<file path="src/rtl/mips_multicycle_core.sv">
// mips_multicycle_core: multi-cycle MIPS subset core (add/sub/and/or/slt/addi/lw/sw/beq/j), one shared ALU, 5-state FSM.
// Latency per instruction: j 2, beq 3, R-type/addi/sw 4, lw 5 cycles; external sync-read RAMs return data one cycle after address.
// Backpressure: counterLd=0 freezes every state element and masks strobes; perf counters exist only with MIPS_PERF_CNT_EN.
module mips_multicycle_core #(
  parameter int DATA_W  = 32,
  parameter int IMEM_AW = 5,
  parameter int DMEM_AW = 9,
  parameter int REG_AW  = 5
) (
  input  logic               clk,
  input  logic               counterRst,
  input  logic               counterLd,
  output logic [IMEM_AW-1:0] imem_addr,
  input  logic [31:0]        imem_data,
  output logic [DMEM_AW-1:0] dmem_addr,
  output logic [DATA_W-1:0]  dmem_wdata,
  output logic               dmem_we,
  input  logic [DATA_W-1:0]  dmem_rdata,
  output logic [IMEM_AW-1:0] pc,
  output logic               retire,
  output logic               illegal,
  input  logic [REG_AW-1:0]  dbg_raddr,
  output logic [DATA_W-1:0]  dbg_rdata
`ifdef MIPS_PERF_CNT_EN
  ,
  output logic [31:0]        retired_cnt,
  output logic [31:0]        cycle_cnt
`endif
);

  localparam logic [5:0] OP_RTYPE = 6'h00;
  localparam logic [5:0] OP_ADDI  = 6'h08;
  localparam logic [5:0] OP_LW    = 6'h23;
  localparam logic [5:0] OP_SW    = 6'h2B;
  localparam logic [5:0] OP_BEQ   = 6'h04;
  localparam logic [5:0] OP_J     = 6'h02;

  localparam logic [5:0] FN_ADD = 6'h20;
  localparam logic [5:0] FN_SUB = 6'h22;
  localparam logic [5:0] FN_AND = 6'h24;
  localparam logic [5:0] FN_OR  = 6'h25;
  localparam logic [5:0] FN_SLT = 6'h2A;

  typedef enum logic [2:0] {S_FETCH, S_DECODE, S_EXEC, S_MEM, S_WB} state_t;

  state_t             state_q, state_d;
  logic [IMEM_AW-1:0] pc_q, pc_d;
  logic [31:0]        ir_q, ir_d;
  logic [DATA_W-1:0]  a_q, a_d;
  logic [DATA_W-1:0]  b_q, b_d;
  logic [DATA_W-1:0]  alu_q, alu_d;
  logic [DATA_W-1:0]  rf_q [0:(1<<REG_AW)-1];

  logic               rf_we;
  logic [REG_AW-1:0]  rf_waddr;
  logic [DATA_W-1:0]  rf_wdata;

  logic [5:0]         ir_op, ir_fn;
  logic [DATA_W-1:0]  sext_imm;
  logic [IMEM_AW-1:0] pc_inc, pc_br;
  logic               dec_legal;
  logic               unused_ir_rs;

  assign ir_op    = ir_q[31:26];
  assign ir_fn    = ir_q[5:0];
  assign sext_imm = DATA_W'($signed(ir_q[15:0]));
  assign pc_inc   = pc_q + IMEM_AW'(1);
  assign pc_br    = pc_inc + sext_imm[IMEM_AW-1:0];

  // rs is only needed at decode, where it is taken straight from imem_data
  assign unused_ir_rs = ^ir_q[25:21];

  assign imem_addr  = pc_q;
  assign pc         = pc_q;
  assign dmem_addr  = alu_q[DMEM_AW-1:0];
  assign dmem_wdata = b_q;
  assign dbg_rdata  = rf_q[dbg_raddr];

  // Classify the word arriving from instruction memory as supported or not
  always_comb begin
    dec_legal = 1'b0;
    case (imem_data[31:26])
      OP_RTYPE: dec_legal = imem_data[5:0] inside {FN_ADD, FN_SUB, FN_AND, FN_OR, FN_SLT};
      OP_ADDI, OP_LW, OP_SW, OP_BEQ, OP_J: dec_legal = 1'b1;
      default: dec_legal = 1'b0;
    endcase
  end

  // Next-state, datapath next values and strobes for the current FSM state
  always_comb begin
    state_d  = state_q;
    pc_d     = pc_q;
    ir_d     = ir_q;
    a_d      = a_q;
    b_d      = b_q;
    alu_d    = alu_q;
    rf_we    = 1'b0;
    rf_waddr = '0;
    rf_wdata = '0;
    retire   = 1'b0;
    illegal  = 1'b0;
    dmem_we  = 1'b0;
    unique case (state_q)
      S_FETCH: state_d = S_DECODE;
      S_DECODE: begin
        // Operands are read with the fields of the word being latched this cycle
        ir_d = imem_data;
        a_d  = rf_q[imem_data[21 +: REG_AW]];
        b_d  = rf_q[imem_data[16 +: REG_AW]];
        if (imem_data[31:26] == OP_J) begin
          pc_d    = imem_data[IMEM_AW-1:0];
          retire  = 1'b1;
          state_d = S_FETCH;
        end else if (!dec_legal) begin
          pc_d    = pc_inc;
          illegal = 1'b1;
          retire  = 1'b1;
          state_d = S_FETCH;
        end else begin
          state_d = S_EXEC;
        end
      end
      S_EXEC: begin
        case (ir_op)
          OP_RTYPE: begin
            case (ir_fn)
              FN_ADD:  alu_d = a_q + b_q;
              FN_SUB:  alu_d = a_q - b_q;
              FN_AND:  alu_d = a_q & b_q;
              FN_OR:   alu_d = a_q | b_q;
              FN_SLT:  alu_d = DATA_W'($signed(a_q) < $signed(b_q));
              default: alu_d = alu_q;
            endcase
            state_d = S_WB;
          end
          OP_ADDI: begin
            alu_d   = a_q + sext_imm;
            state_d = S_WB;
          end
          OP_LW, OP_SW: begin
            alu_d   = a_q + sext_imm;
            state_d = S_MEM;
          end
          OP_BEQ: begin
            pc_d    = (a_q == b_q) ? pc_br : pc_inc;
            retire  = 1'b1;
            state_d = S_FETCH;
          end
          // IR only reaches EXEC holding a legal non-jump op
          default: state_d = S_FETCH;
        endcase
      end
      S_MEM: begin
        if (ir_op == OP_SW) begin
          dmem_we = 1'b1;
          pc_d    = pc_inc;
          retire  = 1'b1;
          state_d = S_FETCH;
        end else begin
          state_d = S_WB;
        end
      end
      S_WB: begin
        pc_d    = pc_inc;
        retire  = 1'b1;
        rf_we   = 1'b1;
        state_d = S_FETCH;
        case (ir_op)
          OP_RTYPE: begin
            rf_waddr = ir_q[11 +: REG_AW];
            rf_wdata = alu_q;
          end
          OP_ADDI: begin
            rf_waddr = ir_q[16 +: REG_AW];
            rf_wdata = alu_q;
          end
          default: begin
            rf_waddr = ir_q[16 +: REG_AW];
            rf_wdata = dmem_rdata;
          end
        endcase
      end
      default: state_d = S_FETCH;
    endcase
    // A frozen core must not emit events; the store strobe in particular
    if (!counterLd) begin
      retire  = 1'b0;
      illegal = 1'b0;
      dmem_we = 1'b0;
    end
  end

  // FSM state and datapath registers, advanced only while running
  always_ff @(posedge clk or posedge counterRst) begin
    if (counterRst) begin
      state_q <= S_FETCH;
      pc_q    <= '0;
      ir_q    <= '0;
      a_q     <= '0;
      b_q     <= '0;
      alu_q   <= '0;
    end else if (counterLd) begin
      state_q <= state_d;
      pc_q    <= pc_d;
      ir_q    <= ir_d;
      a_q     <= a_d;
      b_q     <= b_d;
      alu_q   <= alu_d;
    end
  end

  // Register file; entry 0 is never written so it always reads zero
  always_ff @(posedge clk or posedge counterRst) begin
    if (counterRst) begin
      for (int i = 0; i < (1 << REG_AW); i++) rf_q[i] <= '0;
    end else if (counterLd && rf_we && (rf_waddr != '0)) begin
      rf_q[rf_waddr] <= rf_wdata;
    end
  end

`ifdef MIPS_PERF_CNT_EN
  logic [31:0] retired_cnt_q, cycle_cnt_q;

  // Free-running cycle and retirement counters, wrapping at 2^32
  always_ff @(posedge clk or posedge counterRst) begin
    if (counterRst) begin
      retired_cnt_q <= '0;
      cycle_cnt_q   <= '0;
    end else if (counterLd) begin
      cycle_cnt_q <= cycle_cnt_q + 32'd1;
      if (retire) retired_cnt_q <= retired_cnt_q + 32'd1;
    end
  end

  assign retired_cnt = retired_cnt_q;
  assign cycle_cnt   = cycle_cnt_q;
`endif

endmodule

</file>
<file path="config.mk">
export PLATFORM = sky130hd
export DESIGN_NAME = mips_multicycle_core
export DESIGN_NICKNAME = d
export VERILOG_FILES = /design/src/rtl/mips_multicycle_core.sv
export SDC_FILE = /design/constraint.sdc
export NUM_CORES = 2
export LEC_CHECK = 0
export BUFFER_PORTS_ARGS = -buffer_cell sky130_fd_sc_hd__buf_2
export CAP_MARGIN = 0
export CELL_PAD_IN_SITES_DETAIL_PLACEMENT = 1
export CELL_PAD_IN_SITES_GLOBAL_PLACEMENT = 2
export CORE_ASPECT_RATIO = 0.9
export CORE_UTILIZATION = 44
export DETAILED_ROUTE_END_ITERATION = 12
export PLACE_DENSITY_LB_ADDON = 0.12
export SETUP_SLACK_MARGIN = 0.02
export SLEW_MARGIN = 20
export SYNTH_ARGS = -nofsm -noshare
export SYNTH_HDL_FRONTEND = slang
export SYNTH_SLANG_ARGS = --single-unit
</file>
<file path="constraint.sdc">
create_clock -name clk -period 66 [get_ports clk]
set_input_delay 19.8 -clock clk [delete_from_list [all_inputs] [get_ports clk]]
set_output_delay 19.8 -clock clk [all_outputs]
set_load 0.03 [all_outputs]
</file>
==> qor.yml <==
logic_synthesis:
  edff_count_synth: 0
  yosysMostFrequentCell: "nand2_1"
  postSynthCellCount: 6276
  syn_area_sq_um: 72100
  ys.flop_type: "dfrtp_1"
  synth_cell_types: 76
  synth.largest_area_cell: "dfrtp_1"
  yosysSeqAreaShare_pct: 40.1
  postSynthRegisterBits: 1155
  synth-warning-count: 0
  synth-async-reset-ratio_pct: 100
  synth.top_cells.by_count: "1,158 x nand2_1, 1,155 x dfrtp_1, 1,019 x o21ai_0"
  synth_fp_nets: 6484
  synth.avg_cell_area_sq_um: 11.5
  post-synth-top-area-fraction_pct: 40.1
  synthTopCellsByArea: "dfrtp_1 40%, mux4_2 30%, o21ai_0 7.1%"
power:
  p_leak_nw: 32.6
  power.ir.vdd_worst_mv: 0.0273
  p_int_mw: 1.42
  power_density_nw_per_um2: 27.9
  clock_power_share_pct: 36.4
  sequential_power_share_pct: 35.6
  switching_power_mw: 0.781
  swShare_pct: 35.4
  comb_power_share_pct: 28.0
critical_path:
  critical_path.reg2reg.endpoint: "alu_q[30]"
  criticalPathCategory: "in -> out"
  timing.critical_path.slowest_cell_delay_ps: 880
  critPathSlowestCell: "buf_4"
  critPathMaxFanout: 70
  worst_setup_path_start_kind: "primary input"
  r2r_cells: 14
  worst_path_most_repeated_cell: "mux4_2"
  critical_path.reg2reg.startpoint: "ir_q[0]"
  worstPathCellList: "buf_8, buf_4, mux4_2, mux4_2, mux2_2, buf_2"
  worst-r2r-setup-slack_ps: 61280
  cp-end-kind: "primary output"
  arrival_ps: 23070
  timing.critical_path.required_ps: 46200
die:
  num_rows: 140
  floorplan.die.width_microns: 429
  chipHeight_microns: 386
  design.portCount: 158
  core_area_sq_um: 162000
  initial_core_util_pct: 44.4
  design.die.area_sq_um: 165000
global_routing:
  grt_start_max_net_pins: 125
  grt_pass1_vias: 55800
  met2_usage_pct: 51.4
  grt_use_total_pct: 33.4
  antenna_violations_before_repair: 11
  globalRoute.totalOverflow: 0
  grt_util_met3_pct: 6.30
  global_route_wire_length_before_repair_microns: 403000
  use_met1_pct: 47.4
  gr-max-usage-layer: "met2"
route:
  drc: 0
  initialDrtViolationCount: 5365
  routedWlPerCell_microns: 32.8
  routed_wl_microns: 272000
  dr.pass1.iters: 7
  via_count: 54800
  detail-route-antenna-nets: 0
  post_drt_via_cell_ratio: 6.62
sta:
  setup_violation_total_in_the_final_timing_report: 0
  skew_ps: 28.7
  worst-slew-pin-transition_ps: 1250
  fmaxAchievable_mhz: 23.3
  totalNegativeSetupSlack_ps: 0
  finalMaxSlewViolations: 0
  finalHoldViolCount: 0
  period_minus_ws_final_ps: 42870
  rsz0062_at_grt: "no"
  max_slew_margin_vs_limit_pct: 16.9
  fraction_of_the_cycle_the_final_worst_path_needs_pct: 64.9
status:
  status: "finished, final reports clean"
placement:
  portBuffers: 157
  global_placer_s_final_weighted_congestion: 0.880
  dpl_cell_area_sq_um: 74200
  place_hpwl_microns: 168000
layout:
  finalNetCount: 6239
  finalInstanceArea_sq_um: 79000
  proportion_of_layout_cells_with_a_drive_suffix_above_1_pct: 26.0
  syn_to_final_growth_pct: 9.67
min_path:
  whs_path_depth: 0
  terminating_pin_of_the_worst_hold_path: "rf_q[996]"
  timing.hold.worst.start: "rf_q[996]"
  worst_hold_path_type: "reg -> reg"
clock_network:
  clockRootBuffer: "clkbuf_16"
  cts_hold_repair.buffers: 0
  numCtsBuffers: 139
  postCtsSetupRepairBufs: 0
  cts_num_sinks: 1155
  post_cts.resized_instances: 0
  clock_tree.htree_level_count: 4
  tritoncts: "done"
  clk_pin_slew_worst_paths_ps: 60
  clockBufferDepth: 3
  worst_skew_pair.late_latency_ps: 790
job:
  maxCapViolCount: 0
==> kinds of logic (layout without fill, tap and decap cells) <==
kind of cell	Yosys count	in the layout	share of synthesized area, %
AND/OR/NAND/NOR	1514	1514	8.50
AO/OA/AOI/OAI	1503	1503	11.5
flip-flops	1155	1155	40.1
multiplexers	1152	1152	32.8
buffers and inverters	774	635	4.13
adder cells (fa/ha/maj)	136	136	2.40
XOR/XNOR	42	42	0.510
other	0	10	0
==> worst max path at each step <==
stage	slack, ps	end	startpoint	cells after the start
final	23130	dbg_rdata[27]	dbg_raddr[0]	6
after global routing	22880	dbg_rdata[30]	dbg_raddr[0]	6
after CTS	22990	dbg_rdata[22]	dbg_raddr[0]	6
after detailed placement	22990	dbg_rdata[22]	dbg_raddr[0]	6
after global placement	23090	dbg_rdata[22]	dbg_raddr[0]	6
after floorplan	13670	a_q[0]	counterRst	1
==> cells in the final DEF (no fill, tap or decap), types with 19 or more instances in the layout <==
cell type	instances
o21ai_0	1019
a21o_1	26
nand2_4	31
clkbuf_8	33
nand3_1	25
mux4_2	960
nor2_1	186
dfrtp_1	1154
clkbuf_1	25
mux2_2	92
ha_1	132
o21ai_1	62
nand2_1	1133
o31ai_1	20
buf_2	142
nor3_1	29
a31oi_1	19
clkinv_2	21
nand2b_1	19
clkbuf_16	144
o22ai_1	20
inv_1	129
a21oi_1	166
mux2i_1	99
buf_4	95
xnor2_1	25
==> critical path, delay by kind of cell <==
family                 cells  cell delay (ps)
multiplexers               3             1430
buffers and inverters      3             1670
==> power by group through the flow <==
stage / combinational [mW] / sequential (mW) / clock (mW)
after floorplan: 0.421 / 0.784 / 0
after global placement: 0.603 / 0.796 / 0
after detailed placement: 0.612 / 0.797 / 0
after CTS: 0.615 / 0.784 / 0.814
after global routing: 0.670 / 0.787 / 0.839
final: 0.618 / 0.784 / 0.802
==> sequential cells by signal, summed over array words and instances, names as in the netlist <==
| register | cells |
|---|---|
| a_q | 32 |
| state_q | 3 |
| rf_q | 1024 |
| imem_addr | 5 |
| dmem_wdata | 32 |
| ir_q | 27 |
| alu_q | 32 |
==> layout make-up <==
| type | instances | area (sq um) |
|---|---|---|
| clock buffer | 202 | 4150 |
| sequential | 1155 | 28900 |
| fill | 16700 | 83200 |
| tap | 2130 | 2670 |
| timing repair buffer | 258 | 1790 |
| clock inverter | 45 | 539 |
| antenna | 10 | 25.0 |
| multi-input combinational | 4347 | 40500 |
| inverter | 130 | 495 |
==> metal layers <==
layer | share of wire (%) | up-vias
li1 | - | 23000
met1 | 43 | 29000
met2 | 46 | 2243
met3 | 7.3 | 501
met4 | 3.8 | 2
met5 | 0.0044 | -
==> through the flow <==
stage,hold slack (ps),cells,worst slack (ps),total power [mW],util [%]
floorplan,445,6276,13670,1.20,-
global placement,397,8015,23090,1.40,45.7
detailed placement,403,8015,22990,1.41,45.7
CTS,418,8262,22990,2.21,48.6
global route,431,8269,22880,2.30,48.7
finish,418,8277,23130,2.20,48.7
Note: power is estimated with default switching activity, not from simulation.
